File: src/rtl/boot_loader_pkg.sv
// Shared types and constants for the boot RAM loader front end.
package boot_loader_pkg;

  localparam int unsigned HDR_BYTES  = 8;
  localparam int unsigned WORD_BYTES = 4;
  localparam int unsigned HDR_WORDS  = HDR_BYTES / WORD_BYTES;
  localparam int unsigned LANE_W     = $clog2(WORD_BYTES);

  typedef logic [8*WORD_BYTES-1:0] word_t;

  typedef enum logic [1:0] {
    HDR_ADDR,
    HDR_SIZE,
    PAYLOAD,
    DONE
  } state_e;

endpackage

File: src/rtl/boot_word_packer_if.sv
// Byte-in / word-out handshake bundle between UART receiver, packer and RAM writer.
interface boot_word_packer_if;
  import boot_loader_pkg::*;

  logic [7:0] rx_byte;
  logic       rx_valid;
  logic       read_enable;
  logic       rx_ack;
  word_t      data;
  logic       empty;

  modport master (
    output rx_byte, rx_valid, read_enable,
    input  rx_ack, data, empty
  );

  modport slave (
    input  rx_byte, rx_valid, read_enable,
    output rx_ack, data, empty
  );

endinterface

File: src/rtl/boot_word_fifo.sv
// Synchronous word FIFO with registered occupancy count and synchronous clear.
module boot_word_fifo
  import boot_loader_pkg::*;
#(
  parameter int unsigned FIFO_DEPTH = 8
) (
  input  logic  clk_sys_i,
  input  logic  rst_sys_ni,
  input  logic  clear,
  input  logic  push,
  input  word_t push_data,
  input  logic  pop,
  output word_t head_data,
  output logic  empty,
  output logic  full
);

  localparam int unsigned PTR_W = $clog2(FIFO_DEPTH);
  localparam int unsigned CNT_W = PTR_W + 1;

  if (FIFO_DEPTH < 2 || (FIFO_DEPTH & (FIFO_DEPTH - 1)) != 0) begin : g_bad_depth
    $error("FIFO_DEPTH must be a power of two and at least 2");
  end

  logic [PTR_W-1:0] wr_ptr;
  logic [PTR_W-1:0] rd_ptr;
  logic [CNT_W-1:0] count;
  word_t            mem [FIFO_DEPTH];
  logic             do_push;
  logic             do_pop;

  // A pop in the same cycle frees the slot, so a push into a full FIFO is kept.
  assign do_pop  = pop && !empty && !clear;
  assign do_push = push && (!full || do_pop) && !clear;

  always_ff @(posedge clk_sys_i or negedge rst_sys_ni) begin
    if (!rst_sys_ni) begin
      wr_ptr <= '0;
      rd_ptr <= '0;
      count  <= '0;
    end else if (clear) begin
      wr_ptr <= '0;
      rd_ptr <= '0;
      count  <= '0;
    end else begin
      if (do_push) wr_ptr <= wr_ptr + PTR_W'(1);
      if (do_pop)  rd_ptr <= rd_ptr + PTR_W'(1);
      case ({do_push, do_pop})
        2'b10:   count <= count + CNT_W'(1);
        2'b01:   count <= count - CNT_W'(1);
        default: count <= count;
      endcase
    end
  end

  always_ff @(posedge clk_sys_i) begin
    if (do_push) mem[wr_ptr] <= push_data;
  end

  assign head_data = mem[rd_ptr];
  assign empty     = (count == '0);
  assign full      = (count == CNT_W'(FIFO_DEPTH));

endmodule

File: src/rtl/boot_word_packer.sv
// Parses the 8-byte boot header, packs payload bytes into LE words and
// serves them to the RAM writer through a request/acknowledge read port.
module boot_word_packer
  import boot_loader_pkg::*;
#(
  parameter int unsigned FIFO_DEPTH = 8
) (
  input  logic                clk_sys_i,
  input  logic                rst_sys_ni,
  input  logic                clear_i,
  boot_word_packer_if.slave   bus,
  output word_t               addr_ini_o,
  output word_t               size_o,
  output logic                hdr_valid_o,
  output logic                done_o,
  output logic                overflow_o
);

  state_e            state_q, state_d;
  logic [LANE_W-1:0] lane_q, lane_d;
  word_t             asm_q, asm_d;
  word_t             rem_q, rem_d;
  word_t             addr_q, addr_d;
  word_t             size_q, size_d;
  logic              hdr_valid_q, hdr_valid_d;
  logic              done_q, done_d;
  logic              overflow_q, overflow_d;
  word_t             data_q;
  logic              ack_q;

  word_t             byte_word;
  logic              lane_last;
  logic              take_byte;
  logic              push;
  logic              pop;
  word_t             head_word;
  logic              fifo_empty;
  logic              fifo_full;

  // Assembly register is zeroed after every completed word, so a short
  // final word comes out with its unreceived upper lanes already zero.
  assign byte_word = asm_q | (word_t'(bus.rx_byte) << {lane_q, 3'b000});
  assign lane_last = (lane_q == LANE_W'(WORD_BYTES - 1));
  assign take_byte = bus.rx_valid && (state_q != DONE);
  assign pop       = bus.read_enable && !fifo_empty && !ack_q && !clear_i;

  always_ff @(posedge clk_sys_i or negedge rst_sys_ni) begin
    if (!rst_sys_ni) state_q <= HDR_ADDR;
    else             state_q <= state_d;
  end

  always_comb begin
    state_d     = state_q;
    lane_d      = lane_q;
    asm_d       = asm_q;
    rem_d       = rem_q;
    addr_d      = addr_q;
    size_d      = size_q;
    hdr_valid_d = hdr_valid_q;
    done_d      = done_q;
    push        = 1'b0;

    if (take_byte) begin
      lane_d = lane_q + LANE_W'(1);
      asm_d  = byte_word;
      case (state_q)
        HDR_ADDR: begin
          if (lane_last) begin
            addr_d  = byte_word;
            asm_d   = '0;
            state_d = HDR_SIZE;
          end
        end
        HDR_SIZE: begin
          if (lane_last) begin
            size_d      = byte_word;
            rem_d       = byte_word;
            hdr_valid_d = 1'b1;
            asm_d       = '0;
            if (byte_word == '0) begin
              state_d = DONE;
              done_d  = 1'b1;
            end else begin
              state_d = PAYLOAD;
            end
          end
        end
        PAYLOAD: begin
          rem_d = rem_q - word_t'(1);
          if (lane_last || rem_q == word_t'(1)) begin
            push   = 1'b1;
            asm_d  = '0;
            lane_d = '0;
          end
          if (rem_q == word_t'(1)) begin
            state_d = DONE;
            done_d  = 1'b1;
          end
        end
        default: ;
      endcase
    end

    overflow_d = overflow_q | (push && fifo_full && !pop);

    if (clear_i) begin
      state_d     = HDR_ADDR;
      lane_d      = '0;
      asm_d       = '0;
      rem_d       = '0;
      addr_d      = '0;
      size_d      = '0;
      hdr_valid_d = 1'b0;
      done_d      = 1'b0;
      overflow_d  = 1'b0;
      push        = 1'b0;
    end
  end

  always_ff @(posedge clk_sys_i or negedge rst_sys_ni) begin
    if (!rst_sys_ni) begin
      lane_q      <= '0;
      asm_q       <= '0;
      rem_q       <= '0;
      addr_q      <= '0;
      size_q      <= '0;
      hdr_valid_q <= 1'b0;
      done_q      <= 1'b0;
      overflow_q  <= 1'b0;
      data_q      <= '0;
      ack_q       <= 1'b0;
    end else begin
      lane_q      <= lane_d;
      asm_q       <= asm_d;
      rem_q       <= rem_d;
      addr_q      <= addr_d;
      size_q      <= size_d;
      hdr_valid_q <= hdr_valid_d;
      done_q      <= done_d;
      overflow_q  <= overflow_d;
      ack_q       <= pop;
      if (pop) data_q <= head_word;
    end
  end

  boot_word_fifo #(
    .FIFO_DEPTH (FIFO_DEPTH)
  ) u_fifo (
    .clk_sys_i  (clk_sys_i),
    .rst_sys_ni (rst_sys_ni),
    .clear      (clear_i),
    .push       (push),
    .push_data  (byte_word),
    .pop        (pop),
    .head_data  (head_word),
    .empty      (fifo_empty),
    .full       (fifo_full)
  );

  assign bus.rx_ack  = ack_q;
  assign bus.data    = data_q;
  assign bus.empty   = fifo_empty;
  assign addr_ini_o  = addr_q;
  assign size_o      = size_q;
  assign hdr_valid_o = hdr_valid_q;
  assign done_o      = done_q;
  assign overflow_o  = overflow_q;

endmodule

File: src/flat_wrapper.sv
// flat-port wrapper written by rule: the top's interface ports become plain ports
module boot_word_packer_flat import boot_loader_pkg::*;
#(
  parameter int unsigned FIFO_DEPTH = 8
)
  (clk_sys_i, rst_sys_ni, clear_i, addr_ini_o, size_o, hdr_valid_o, done_o, overflow_o, bus_rx_byte, bus_rx_valid, bus_read_enable, bus_rx_ack, bus_data, bus_empty);
  boot_word_packer_if bus_i ();
  input  logic clk_sys_i;
  input  logic rst_sys_ni;
  input  logic clear_i;
  output word_t addr_ini_o;
  output word_t size_o;
  output logic hdr_valid_o;
  output logic done_o;
  output logic overflow_o;
  input wire logic [$bits(bus_i.rx_byte)-1:0] bus_rx_byte;
  input wire logic [$bits(bus_i.rx_valid)-1:0] bus_rx_valid;
  input wire logic [$bits(bus_i.read_enable)-1:0] bus_read_enable;
  output wire logic [$bits(bus_i.rx_ack)-1:0] bus_rx_ack;
  output wire logic [$bits(bus_i.data)-1:0] bus_data;
  output wire logic [$bits(bus_i.empty)-1:0] bus_empty;
  assign bus_i.rx_byte = bus_rx_byte;
  assign bus_i.rx_valid = bus_rx_valid;
  assign bus_i.read_enable = bus_read_enable;
  assign bus_rx_ack = bus_i.rx_ack;
  assign bus_data = bus_i.data;
  assign bus_empty = bus_i.empty;
  boot_word_packer #(.FIFO_DEPTH(FIFO_DEPTH)) u_core (.clk_sys_i(clk_sys_i), .rst_sys_ni(rst_sys_ni), .clear_i(clear_i), .bus(bus_i), .addr_ini_o(addr_ini_o), .size_o(size_o), .hdr_valid_o(hdr_valid_o), .done_o(done_o), .overflow_o(overflow_o));
endmodule
File: config.mk
export PLATFORM = sky130hd
export DESIGN_NAME = boot_word_packer_flat
export DESIGN_NICKNAME = d
export VERILOG_FILES = /design/src/rtl/boot_loader_pkg.sv /design/src/rtl/boot_word_packer_if.sv /design/src/rtl/boot_word_fifo.sv /design/src/rtl/boot_word_packer.sv /design/src/flat_wrapper.sv
export SDC_FILE = /design/constraint.sdc
export NUM_CORES = 1
export LEC_CHECK = 0
export CAP_MARGIN = 5
export CORE_ASPECT_RATIO = 1.1
export CORE_MARGIN = 2
export CORE_UTILIZATION = 53
export CTS_BUF_LIST = sky130_fd_sc_hd__clkbuf_4 sky130_fd_sc_hd__clkbuf_8 sky130_fd_sc_hd__clkbuf_16
export DETAILED_ROUTE_END_ITERATION = 12
export PLACE_DENSITY = 0.75
export SYNTH_ARGS = -nofsm -noshare
export SYNTH_HDL_FRONTEND = slang
export SYNTH_SLANG_ARGS = --single-unit
export TNS_END_PERCENT = 30
File: constraint.sdc
create_clock -name clk_sys_i -period 5.55 [get_ports clk_sys_i]
set_clock_uncertainty 0.15 [all_clocks]
set_input_delay 0.8325 -clock clk_sys_i [delete_from_list [all_inputs] [get_ports clk_sys_i]]
set_output_delay 0.8325 -clock clk_sys_i [all_outputs]
set_load 0.03 [all_outputs]
Word-level counts from Yosys, hierarchy flattened
Memory sizes are Yosys's and may differ from the RTL's. A register that Yosys moved wholly into a read port is not among the register bits. Index checks and enable logic that the tools add are counted.

Logic and storage cells: 120. Input port bits: 13. ROM bits: 0. Bits in latches: 0. Flip-flop bits (word level): 146. Memories kept: 1. Bits in writable memories: 256. Output and inout port bits: 101.

Reductions and logical operators: 36. Order comparisons: 0. Div/mod/pow operators: 0. Muxes and demuxes: 49. Equality and inequality tests: 12. Bitwise gates (word level): 2. Shifts and indexed selects: 1. Add/sub/neg operators: 6. Multipliers: 0.

Memories: u_core.u_fifo.mem (depth 8, bits a word 32, rd ports 1, clocked after Yosys merged registers in 1, wr ports 1, RTL line boot_word_fifo.sv:28) `word_t mem [FIFO_DEPTH];`.

Operators by type and width (number): $mux 32 (13); $pmux 32 s2 (2); $eq 32x1->1 const B (1); $logic_not 32->1 (1); $or 32x32->32 (1); $shl 8x5->32 (1); $sub 32x1->32 const B (1); $mux 2 (9); $mux 1 (17); $mux 3 (4); $ne 3x2->1 const B (4); $reduce_bool 2->1 (6); $logic_and 1x1->1 (10); $reduce_and 5->1 (2); $reduce_and 3->1 (3); $pmux 4 s2 (1); $add 3x1->3 const B (2); $eq 2x2->1 const B (3); $logic_not 1->1 (6); $pmux 2 s3 (1); $reduce_bool 3->1 (2); $add 4x1->4 const B (1); $eq 2x1->1 const B (2); $eq 4x4->1 const B (1); other kinds (11) (12).

Longest topological paths before layout
Gate-level depths: netlist (run 1).

Depth after elaboration: 13. Depth in mapped cells: 13. Depth with buffers taken out: 13.

Hierarchy
A second synthesis (run 1) with hierarchy kept.

Cells, all modules: 1274. Area, all modules: 18270.0 µm².

Modules (own cells, without submodules): boot_word_fifo (cells an instance 449, times used 1, area each 10354.9 µm², seq. area each 7937.6 µm²); boot_word_packer (cells an instance 825, times used 1, area each 7915.1 µm², seq. area each 4204.0 µm²).

Worst setup path before layout (run 1)
No wires, ideal clock.

Path type: register to register. Start point: register u_core.rem_q[6]. End point: memory u_core.u_fifo.mem[0][0] in the netlist's numbering, enable pin. Cell stages (with the launch flop): 8. Required time: 4.939 ns. Path buffers: 1. Path slack: 0.270 ns. Library setup time: 0.461 ns. Period minus slack after synthesis: 5.280 ns. Data arrival time: 4.669 ns. Cell sequence: dfrtp_1 -> or4_4 -> or4b_4 -> buf_6 -> o31ai_4 -> nand3_4 -> or2_2 -> nor3_1.

Word-level cells in the longest chain between the ends: 10.

Ends and longest elaborated chain: from (decl) (RTL line boot_word_packer.sv:22) `word_t rem_q, rem_d;`; from (signal assigned) (RTL line boot_word_packer.sv:135) `rem_q <= rem_d;`; $eq 32x1->1 (RTL line boot_word_packer.sv:90) `if (lane_last || rem_q == word_t'(1)) begin`; $logic_or 1x1->1 (RTL line boot_word_packer.sv:90); $mux 1 (RTL line boot_word_packer.sv:90); $mux 1 (RTL line boot_word_packer.sv:66) `case (state_q)`; $mux 1 (RTL line boot_word_packer.sv:63) `if (take_byte) begin`; $mux 1 (RTL line boot_word_packer.sv:106) `if (clear_i) begin`; $logic_and 1x1->1 (2 in series) (RTL line boot_word_fifo.sv:34) `assign do_push = push && (!full || do_pop) && !clear;`; $mux 1 (RTL line boot_word_fifo.sv:57) `if (do_push) mem[wr_ptr] <= push_data;`; $mux 1 (not written as such) (RTL line boot_word_fifo.sv:57); to (decl) (RTL line boot_word_fifo.sv:28).

Every way passes these cells.

Final worst setup path (run 1)
Start point: register u_core.rem_q[6]. End point: register u_core.u_fifo.count[3].

Word-level cells in the longest chain between the ends: 11. Elaborated cells on any way between the ends: 13. Classes of those cells: eq/ne (3); mux (6); reduce/logical (4).

Ends and longest elaborated chain: $eq 32x1->1 (*) (RTL line boot_word_packer.sv:90); $logic_or 1x1->1 (*) (RTL line boot_word_packer.sv:90); $mux 1 (*) (RTL line boot_word_packer.sv:90); $mux 1 (*) (RTL line boot_word_packer.sv:66); $mux 1 (*) (RTL line boot_word_packer.sv:63); $mux 1 (*) (RTL line boot_word_packer.sv:106); $logic_and 1x1->1 (*) (2 in series) (RTL line boot_word_fifo.sv:34); $eq 2x1->1 / $eq 2x2->1 (equally long branches) (RTL line boot_word_fifo.sv:48) `case ({do_push, do_pop})`; $pmux 4 s2 (RTL line boot_word_fifo.sv:48); $mux 4 (RTL line boot_word_fifo.sv:41) `end else if (clear) begin`; to (signal assigned) (RTL line boot_word_fifo.sv:49) `2'b10: count <= count + CNT_W'(1);`; to (signal assigned) (RTL line boot_word_fifo.sv:50) `2'b01: count <= count - CNT_W'(1);`; to (signal assigned) (RTL line boot_word_fifo.sv:51) `default: count <= count;`; to (decl) (RTL line boot_word_fifo.sv:27) `logic [CNT_W-1:0] count;`.

Mark *: on every way between the ends. The rest lies on a longest branch, timed or not. A chain may end at the register's enable or synchronous reset.

==> results of run 1 <==
[cell usage after synthesis (4+ instances only)]
cell type and count:
sky130_fd_sc_hd__a21oi_1 98, sky130_fd_sc_hd__edfxtp_1 256, sky130_fd_sc_hd__nor3_1 20, sky130_fd_sc_hd__ha_1 11
sky130_fd_sc_hd__inv_1 38, sky130_fd_sc_hd__nor2_1 101, sky130_fd_sc_hd__dfrtp_1 178, sky130_fd_sc_hd__o21ai_0 86
sky130_fd_sc_hd__o31ai_1 4, sky130_fd_sc_hd__a31oi_1 14, sky130_fd_sc_hd__nand4_1 7, sky130_fd_sc_hd__mux2i_1 37
sky130_fd_sc_hd__and2_1 6, sky130_fd_sc_hd__nand2b_1 7, sky130_fd_sc_hd__nand3_1 7, sky130_fd_sc_hd__a22o_1 25
sky130_fd_sc_hd__mux4_2 64, sky130_fd_sc_hd__nand2_1 95, sky130_fd_sc_hd__a21o_1 11, sky130_fd_sc_hd__a32o_1 15
sky130_fd_sc_hd__o22ai_1 7, sky130_fd_sc_hd__nor4_1 16, sky130_fd_sc_hd__mux2_2 24, sky130_fd_sc_hd__clkbuf_1 60
sky130_fd_sc_hd__buf_1 14
[cell families (layout without fill, tap and decap cells)]
| logic type | after synthesis | count (layout) | share of synthesized area [%] |
|---|---|---|---|
| DFF | 434 | 434 | 68.0 |
| AOI/OAI and AO/OA | 282 | 282 | 9.71 |
| and+or+nand+nor | 280 | 280 | 7.08 |
| muxes | 125 | 125 | 11.7 |
| buffers and inverters | 115 | 257 | 2.47 |
| adders and majority gates | 12 | 12 | 0.883 |
| xor gates and xnor gates | 4 | 4 | 0.196 |
[worst register-to-register path, cell delays in order (launching register included)]
cell and delay [ns]:
sky130_fd_sc_hd__dfrtp_1 0.43, sky130_fd_sc_hd__or4_4 0.57, sky130_fd_sc_hd__or4b_4 0.60, sky130_fd_sc_hd__o31ai_4 0.50
sky130_fd_sc_hd__and3_1 0.25, sky130_fd_sc_hd__nor3_1 0.10, sky130_fd_sc_hd__ha_1 0.35, sky130_fd_sc_hd__a21o_1 0.18
sky130_fd_sc_hd__a21oi_1 0.20, sky130_fd_sc_hd__inv_1 0.06, sky130_fd_sc_hd__a311o_1 0.34, sky130_fd_sc_hd__a21o_1 0.18
sky130_fd_sc_hd__a21oi_1 0.14
[metal layers]
metal | vias up | track usage [%] | wire [microns]
li1 | 4952 | - | -
met3 | 87 | 3.11 | 2940
met2 | 538 | 40.7 | 21000
met5 | - | 0 | 0
met4 | 0 | 7.17 | 1070
met1 | 5709 | 34.2 | 16900
[registers in the layout, indices dropped and copies added, names as in the netlist]
| name | cells |
|---|---|
| u_core.u_fifo.count | 4 |
| u_core.bus.rx_ack | 1 |
| u_core.asm_q | 32 |
| u_core.state_q | 2 |
| u_core.size_o | 32 |
| u_core.done_o | 1 |
| u_core.u_fifo.rd_ptr | 3 |
| u_core.u_fifo.mem | 256 |
| u_core.lane_q | 2 |
| u_core.addr_ini_o | 32 |
| u_core.rem_q | 32 |
| u_core.hdr_valid_o | 1 |
| u_core.u_fifo.wr_ptr | 3 |
| u_core.bus.data | 32 |
| u_core.overflow_o | 1 |
[per-stage QoR]
step | total power, W | instances | utilization, %
global placement | 0.00622 | 1747 | 58.8
finish | 0.00916 | 1826 | 63.2
detailed placement | 0.00627 | 1747 | 58.8
CTS | 0.00921 | 1826 | 63.2
floorplan | 0.00548 | 1252 | -
global route | 0.00955 | 1826 | 63.2
[power by group through the flow]
stage	registers, W	logic, W	clock network (W)
2_1_floorplan	0.00428	0.00119	0
3_3_place_gp	0.00401	0.00221	0
3_5_place_dp	0.00402	0.00225	0
4_1_cts	0.00396	0.00227	0.00299
5_1_grt	0.00399	0.00246	0.00310
6_report	0.00396	0.00226	0.00294
[final cells by class]
type / instances / area (sq um)
clock inverter: 17 / 168
inverter: 39 / 146
clock buffer: 62 / 1280
fill: 2353 / 12200
timing repair buffer: 139 / 1330
sequential: 434 / 12100
multi-input combinational: 703 / 5350
tap: 432 / 541
[worst max-delay path by stage]
| stage | start | to | slack, ns | cells past startpoint |
|---|---|---|---|---|
| after detailed placement | bus_read_enable | u_core.u_fifo.count[3] | 1.43 | 12 |
| after CTS | u_core.rem_q[6] | u_core.u_fifo.count[3] | 1.47 | 12 |
| final | u_core.rem_q[6] | u_core.u_fifo.count[3] | 1.42 | 12 |
| after global placement | bus_read_enable | u_core.u_fifo.count[3] | 1.51 | 12 |
| after floorplan | u_core.rem_q[6] | u_core.u_fifo.mem[0][0] | 0.27 | 7 |
| after global routing | u_core.rem_q[6] | u_core.u_fifo.count[3] | 1.27 | 12 |
[layout by cell type, fill, tap and decap left out, drive strengths merged, types with 3 or more instances in the layout]
| cell | n |
|---|---|
| nor4 | 16 |
| and2 | 6 |
| mux2i | 37 |
| mux4 | 64 |
| nand3 | 8 |
| nor2 | 101 |
| a22o | 25 |
| a31oi | 14 |
| o21ai | 87 |
| buf | 27 |
| a21o | 11 |
| inv | 39 |
| o22ai | 7 |
| and3 | 3 |
| nor3 | 20 |
| mux2 | 24 |
| ha | 11 |
| clkinvlp | 3 |
| or3 | 3 |
| nor2b | 3 |
| edfxtp | 256 |
| o31ai | 5 |
| a32o | 15 |
| nand2b | 7 |
| clkdlybuf4s50 | 111 |
| or2 | 3 |
| bufinv | 3 |
| nand2 | 95 |
| clkbuf | 63 |
| clkinv | 11 |
| nand4 | 7 |
| dfrtp | 178 |
| a21oi | 98 |
| o32ai | 3 |
==> implementation parameters, run 1 <==
Parameter                              Value

Cells and area
  Synth-to-layout area growth ... 17.4%
  Net count, final ... 1385
  Post-Layout Inst Area ... 0.0210 sq mm
  Fraction of final layout cells with drive strength greater than 1 ... 15.7%
  Antenna diode count ... 0

Clock tree
  Max clock buf depth ... 3
  CTS Hold Bufs ... 0
  Insertion delay of the later-clocked pin in the worst-skew pair ... 0.54 ns
  CTS tree ... done
  H-Tree Depth ... 2
  Total setup buffers inserted after CTS ... 0
  Number of clock buffers inserted by TritonCTS ... 43
  Total number of clock tree sinks ... 434
  CTS Root Buffer Type ... sky130_fd_sc_hd__clkbuf_16
  Clock transition at the registers of the reported paths ... 0.06 ns
  Post-CTS Resized ... 0

STA
  Headroom to the max-slew limit ... 29.3%
  Shortest period the worst path allows ... 4.13 ns
  Hold violation count in the final report ... 0
  Final period util ... 74.4%
  Unrepaired setup endpoints after global routing ... false
  Final slew viol count ... 0
  Achievable frequency ... 0.242 GHz
  Final-report setup violation count ... 0
  Setup_tns ... 0 ns
  Worst Tran Pin Value ... 1.06 ns
  Worst Slack Setup Final ... 1.42 ns
  Worst hold slack ... 0.216 ns

Placed design
  Half-perimeter wire length after placement ... 25.7 mm
  Worst Setup Slack post-DPL ... 1.43 ns
  Total of buffers placed on input and output ports ... 113
  Routability Congestion ... 0.880
  Placed instance area ... 0.0195 sq mm

Logic synthesis
  Number of flops mapped to enable cells by yosys ... 256
  Post-Synthesis Mean Instance Area ... 14.3 sq um
  Number of synthesis warnings ... 0
  Fraction of synthesis flops using an asynchronous set or reset pin ... 41.0%
  Dominant cells by area after synthesis ... sky130_fd_sc_hd__edfxtp_1 43%, sky130_fd_sc_hd__dfrtp_1 25%, sky130_fd_sc_hd__mux4_2 8.1%, sky130_fd_sc_hd__a21oi_1 2.7%, sky130_fd_sc_hd__o21ai_0 2.4%
  Number of library cell types mapped by synthesis ... 57
  Yosys top cell by area ... sky130_fd_sc_hd__edfxtp_1
  Most common flop cell mapped by yosys ... sky130_fd_sc_hd__edfxtp_1
  Cells after Synth ... 1252
  Netlist area before placement ... 0.0179 sq mm
  Post-synthesis register bit count ... 434
  Seq/Total Area, Yosys ... 68.0%
  Syn nets ... 1277
  Area share of the leading cell type in the synthesized netlist ... 43.1%

Worst setup path
  Worst reg2reg startpoint ... u_core.rem_q[6]
  Critical Path End Type ... register
  Crit Reg-Reg Endpoint ... u_core.u_fifo.count[3]
  CP max FO ... 8
  Startpoint type of the worst setup path ... register
  Max stage delay cell, worst path ... sky130_fd_sc_hd__or4b_4
  Worst R2R Setup Slack ... 1.42 ns
  Worst-path cell chain ... or4_4 > or4b_4 > o31ai_4 > and3_1 > nor3_1 > ha_1 > a21o_1 > a21oi_1 > inv_1 > a311o_1 > a21o_1 > a21oi_1
  Worst Path Required ... 5.85 ns
  Cell class contributing the biggest share of worst-path delay ... compound AO/OA/AOI/OAI gates
  Delay of the slowest cell on the worst path ... 0.60 ns
  Classification of the worst setup path ... reg -> reg
  Arrival time reported for the critical path endpoint ... 4.42 ns
  R2R cell count ... 12
  Count of buffering cells on the critical path with inverters included ... 1

GRT
  First-pass GRT wire length ... 65.5 mm
  Overall Global Routing Usage ... 24.5%
  Number of antenna violations at the first check in global routing ... 0
  Largest net degree at the start of global routing ... 90
  Total overflow reported by the global router ... 0
  Vias in the first global route ... 11400

Die
  Die ar. ... 0.0352 sq mm
  Die outline height ... 196 microns
  Floorplan row count ... 70
  Initial standard-cell utilization of the core ... 53.8%
  I/O pins ... 114
  Total core area ... 0.0332 sq mm
  Horiz. Die Dim ... 179 microns

Drt
  Number of search-and-repair iterations in the first detailed-routing pass ... 6
  Final routed DRC violation total ... 0
  Average wire per cell in the routed design ... 23.0 microns
  First DRT Iteration DRCs ... 1231
  Routed WL ... 41.9 mm
  Via density ... 6.18
  Via count ... 11300
  Post-detailed-route count of antenna-violating nets ... 0

Power
  Static Leak ... 7.89 nW
  Fraction of power consumed by sequential logic ... 43.2%
  Combinational cell fraction of total power ... 24.7%
  Switching Fraction ... 30.6%
  Power Dens Cells ... 437 mW/mm^2
  Internal ... 0.00636 W
  Worst supply voltage drop on vdd ... 295 uV
  Clock network fraction of design power ... 32.1%
  Switch Pwr ... 0.00280 W

Hold path
  Type of the worst min-delay path ... in -> async

Run
  Reported max-cap violation count ... 0

Run status
  Result of the run ... finished, final reports clean
No activity file was read; power rests on OpenSTA's default activity.
==> run 2: changes to the inputs <==
--- a/config.mk
+++ b/config.mk
@@ -8,10 +8,10 @@
 export CAP_MARGIN = 5
 export CORE_ASPECT_RATIO = 1.1
 export CORE_MARGIN = 2
-export CORE_UTILIZATION = 53
+export CORE_UTILIZATION = 57
 export CTS_BUF_LIST = sky130_fd_sc_hd__clkbuf_4 sky130_fd_sc_hd__clkbuf_8 sky130_fd_sc_hd__clkbuf_16
 export DETAILED_ROUTE_END_ITERATION = 12
-export PLACE_DENSITY = 0.75
+export PLACE_DENSITY = 0.77
 export SYNTH_ARGS = -nofsm -noshare
 export SYNTH_HDL_FRONTEND = slang
 export SYNTH_SLANG_ARGS = --single-unit
==> constraint.sdc (replaced) <==
create_clock -name clk_sys_i -period 4.2 [get_ports clk_sys_i]
set_clock_uncertainty 0.15 [all_clocks]
set_input_delay 0.63 -clock clk_sys_i [delete_from_list [all_inputs] [get_ports clk_sys_i]]
set_output_delay 0.63 -clock clk_sys_i [all_outputs]
set_load 0.03 [all_outputs]
==> run 2 against run 1 <==
The flow now finishes with violations (hold timing). Power grew 33%. Combinational power up 33%. Utilization is 5.4 points higher. Flip-flop and latch count stayed put. Hold slack got worse by 0.24 ns. Largest cell class unchanged. Highest routed layer unchanged.
==> implementation parameters, run 2 (synthesized netlist as in run 1, its figures left out) <==
Parameter                              Value

Run status
  Result of the run ... finished with violations (was finished, final reports clean)
  Violated checks ... hold timing

Power
  Internal ... 0.00844 W (was 0.00636 W)
  Worst supply voltage drop on vdd ... 417 uV (was 295 uV)
  Switch Pwr ... 0.00371 W (was 0.00280 W)
  Clock network fraction of design power ... 31.8% (was 32.1%)
  Switching Fraction ... 30.5% (was 30.6%)
  Static Leak ... 7.92 nW (was 7.89 nW)
  Fraction of power consumed by sequential logic ... 43.4% (was 43.2%)
  Power Dens Cells ... 578 mW/mm^2 (was 437 mW/mm^2)
  Combinational cell fraction of total power ... 24.8% (was 24.7%)

Worst setup path
  Arrival time reported for the critical path endpoint ... 4.09 ns (was 4.42 ns)
  Critical Path End Type ... register (unchanged)
  Cell class contributing the biggest share of worst-path delay ... simple AND/OR/NAND/NOR gates (was compound AO/OA/AOI/OAI gates)
  Worst-path cell chain ... or4_4 > or4b_4 > o31ai_4 > and3_1 > nor3_1 > ha_1 > a21o_1 > a21oi_1 > inv_1 > a311o_1 > a21o_1 > a21oi_1 (unchanged)
  Delay of the slowest cell on the worst path ... 0.61 ns (was 0.60 ns)
  CP max FO ... 7 (was 8)
  Count of buffering cells on the critical path with inverters included ... 1 (unchanged)
  Worst Path Required ... 4.50 ns (was 5.85 ns)
  Classification of the worst setup path ... reg -> reg (unchanged)
  Startpoint type of the worst setup path ... register (unchanged)
  Max stage delay cell, worst path ... sky130_fd_sc_hd__or4b_4 (unchanged)

STA
  Final slew viol count ... 0 (unchanged)
  Achievable frequency ... 0.264 GHz (was 0.242 GHz)
  Shortest period the worst path allows ... 3.78 ns (was 4.13 ns)
  Unrepaired setup endpoints after global routing ... false (unchanged)
  Worst hold slack ... -0.0210 ns (was 0.216 ns)
  Final period util ... 90.1% (was 74.4%)
  Setup_tns ... 0 ns (unchanged)
  Headroom to the max-slew limit ... 18.9% (was 29.3%)
  Final-report setup violation count ... 0 (unchanged)
  Worst Tran Pin Value ... 1.22 ns (was 1.06 ns)
  Hold violation count in the final report ... 12 (was 0)

Cells and area
  Net count, final ... 1393 (was 1385)
  Most common cell after layout, fill and taps aside ... sky130_fd_sc_hd__edfxtp_1 (unchanged)
  Area of the multi-input gates ... 0.00536 sq mm (was 0.00535 sq mm)
  Antenna diode count ... 0 (unchanged)
  Area occupied by registers ... 0.0122 sq mm (was 0.0121 sq mm)
  Fraction of final layout cells with drive strength greater than 1 ... 15.9% (was 15.7%)
  Commonest cells after routing, fill and taps aside ... 256 x sky130_fd_sc_hd__edfxtp_1, 175 x sky130_fd_sc_hd__dfrtp_1, 111 x sky130_fd_sc_hd__clkdlybuf4s50_1 (unchanged)
  Most flop-heavy register ... u_core.u_fifo.mem (unchanged)
  Synth-to-layout area growth ... 17.8% (was 17.4%)
  Final std cells w/o fill ... 1814 (was 1826)
  Max FFs per register ... 256 (unchanged)
  Filler Cells Inserted ... 2073 (was 2353)

GRT
  Number of antenna violations at the first check in global routing ... 0 (unchanged)
  GRT met1 Usage ... 35.8% (was 34.2%)
  Met3 Usage GRT ... 3.60% (was 3.11%)
  Vias in the first global route ... 11500 (was 11400)
  Global routing's busiest layer ... met2 (unchanged)
  First-pass GRT wire length ... 67.3 mm (was 65.5 mm)
  Overall Global Routing Usage ... 26.8% (was 24.5%)
  Total overflow reported by the global router ... 0 (unchanged)
  Global-route met2 utilization ... 46.2% (was 40.7%)
  Largest net degree at the start of global routing ... 89 (was 90)

Clock tree
  H-Tree Depth ... 2 (unchanged)
  Total number of clock tree sinks ... 434 (unchanged)
  Number of clock buffers inserted by TritonCTS ... 42 (was 43)
  CTS tree ... done (unchanged)
  Insertion delay of the later-clocked pin in the worst-skew pair ... 0.54 ns (about the same)
  Max clock buf depth ... 3 (unchanged)
  CTS Root Buffer Type ... sky130_fd_sc_hd__clkbuf_16 (unchanged)
  Total setup buffers inserted after CTS ... 0 (unchanged)
  CTS Hold Bufs ... 0 (unchanged)
  Post-CTS Resized ... 0 (unchanged)
  Clock transition at the registers of the reported paths ... 0.06 ns (about the same)

Die
  Floorplan row count ... 67 (was 70)
  Die outline height ... 190 microns (was 196 microns)
  Die ar. ... 0.0328 sq mm (was 0.0352 sq mm)
  Total core area ... 0.0307 sq mm (was 0.0332 sq mm)
  I/O pins ... 114 (unchanged)
  Initial standard-cell utilization of the core ... 58.2% (was 53.8%)
  Horiz. Die Dim ... 173 microns (was 179 microns)

Drt
  Via density ... 6.30 (was 6.18)
  Via count ... 11400 (was 11300)
  Routed WL ... 43.5 mm (was 41.9 mm)
  First DRT Iteration DRCs ... 1251 (was 1231)
  Number of search-and-repair iterations in the first detailed-routing pass ... 5 (was 6)
  Average wire per cell in the routed design ... 24.0 microns (was 23.0 microns)
  Final routed DRC violation total ... 0 (unchanged)
  Post-detailed-route count of antenna-violating nets ... 0 (unchanged)

Placed design
  Routability Congestion ... 0.911 (was 0.880)
  Cell Count Post-Placement ... 1738 (was 1747)
  Half-perimeter wire length after placement ... 27.0 mm (was 25.7 mm)
  Total of buffers placed on input and output ports ... 113 (unchanged)

Hold path
  Type of the worst min-delay path ... in -> async (unchanged)

Run
  Reported max-cap violation count ... 0 (unchanged)
[run 2: changes by cell type in the layout (fill, tap and decap cells not counted), moves of 3 or more]
cell	previous run	this run
sky130_fd_sc_hd__buf_12	0	4
sky130_fd_sc_hd__bufinv_16	3	6
sky130_fd_sc_hd__clkbuf_4	12	15
sky130_fd_sc_hd__buf_4	26	31
sky130_fd_sc_hd__clkinvlp_4	3	0
sky130_fd_sc_hd__clkbuf_16	45	42
sky130_fd_sc_hd__clkbuf_8	6	1
[run 2: worst paths after layout]
check / startpoint / to / cells past startpoint / slack [ns]
max: u_core.rem_q[6] / u_core.u_fifo.count[3] / 12 / 0.42
min: rst_sys_ni / u_core.bus.data[13] / 1 / -0.02
max reg2reg: u_core.rem_q[6] / u_core.u_fifo.count[3] / 12 / 0.42
min reg2reg: u_core.size_o[2] / u_core.size_o[2] / 2 / 0.33
max in group asynchronous: rst_sys_ni / u_core.rem_q[13] / 2 / 2.95
min in group clk_sys_i: u_core.size_o[2] / u_core.size_o[2] / 2 / 0.33
[run 2: stage by stage]
stage / util [%] / cell area (sq um) / power, W / hold slack, ns / setup slack [ns]
6_report: 68.6 / 21000 / 0.0122 / -0.0210 / 0.417
5_1_grt: 68.6 / 21000 / 0.0126 / 0.0400 / 0.308
4_1_cts: 68.6 / 21000 / 0.0122 / 0.0146 / 0.444
3_5_place_dp: 64.0 / 19600 / 0.00833 / 0.319 / 0.452
3_3_place_gp: 64.0 / 19600 / 0.00826 / 0.313 / 0.487
2_1_floorplan: - / 17900 / 0.00724 / 0.184 / -0.217
[run 2: final cells by class]
cell class / instances / share of cell area [%]
sequential: 434 / 57.8
multi-input combinational: 703 / 25.5
timing repair buffer: 148 / 6.86
clock buffer: 57 / 5.53
tap: 414 / 2.46
clock inverter: 19 / 1.21
inverter: 39 / 0.696
[run 2: layer usage]
metal	part of all wire [%]	wire, microns	vias up
met2	51	22200	514
met1	39	17100	5861
met3	6.5	2830	95
met4	3.1	1340	0
met5	0	0	-
li1	-	-	4958
[run 2: power groups by stage]
stage                     clock (W)  combinational [W]  sequential, W
after CTS                   0.00391            0.00301        0.00527
after floorplan                   0            0.00158        0.00566
after global placement            0            0.00292        0.00534
final                       0.00386            0.00301        0.00527
after global routing        0.00407            0.00324        0.00532
after detailed placement          0            0.00298        0.00535
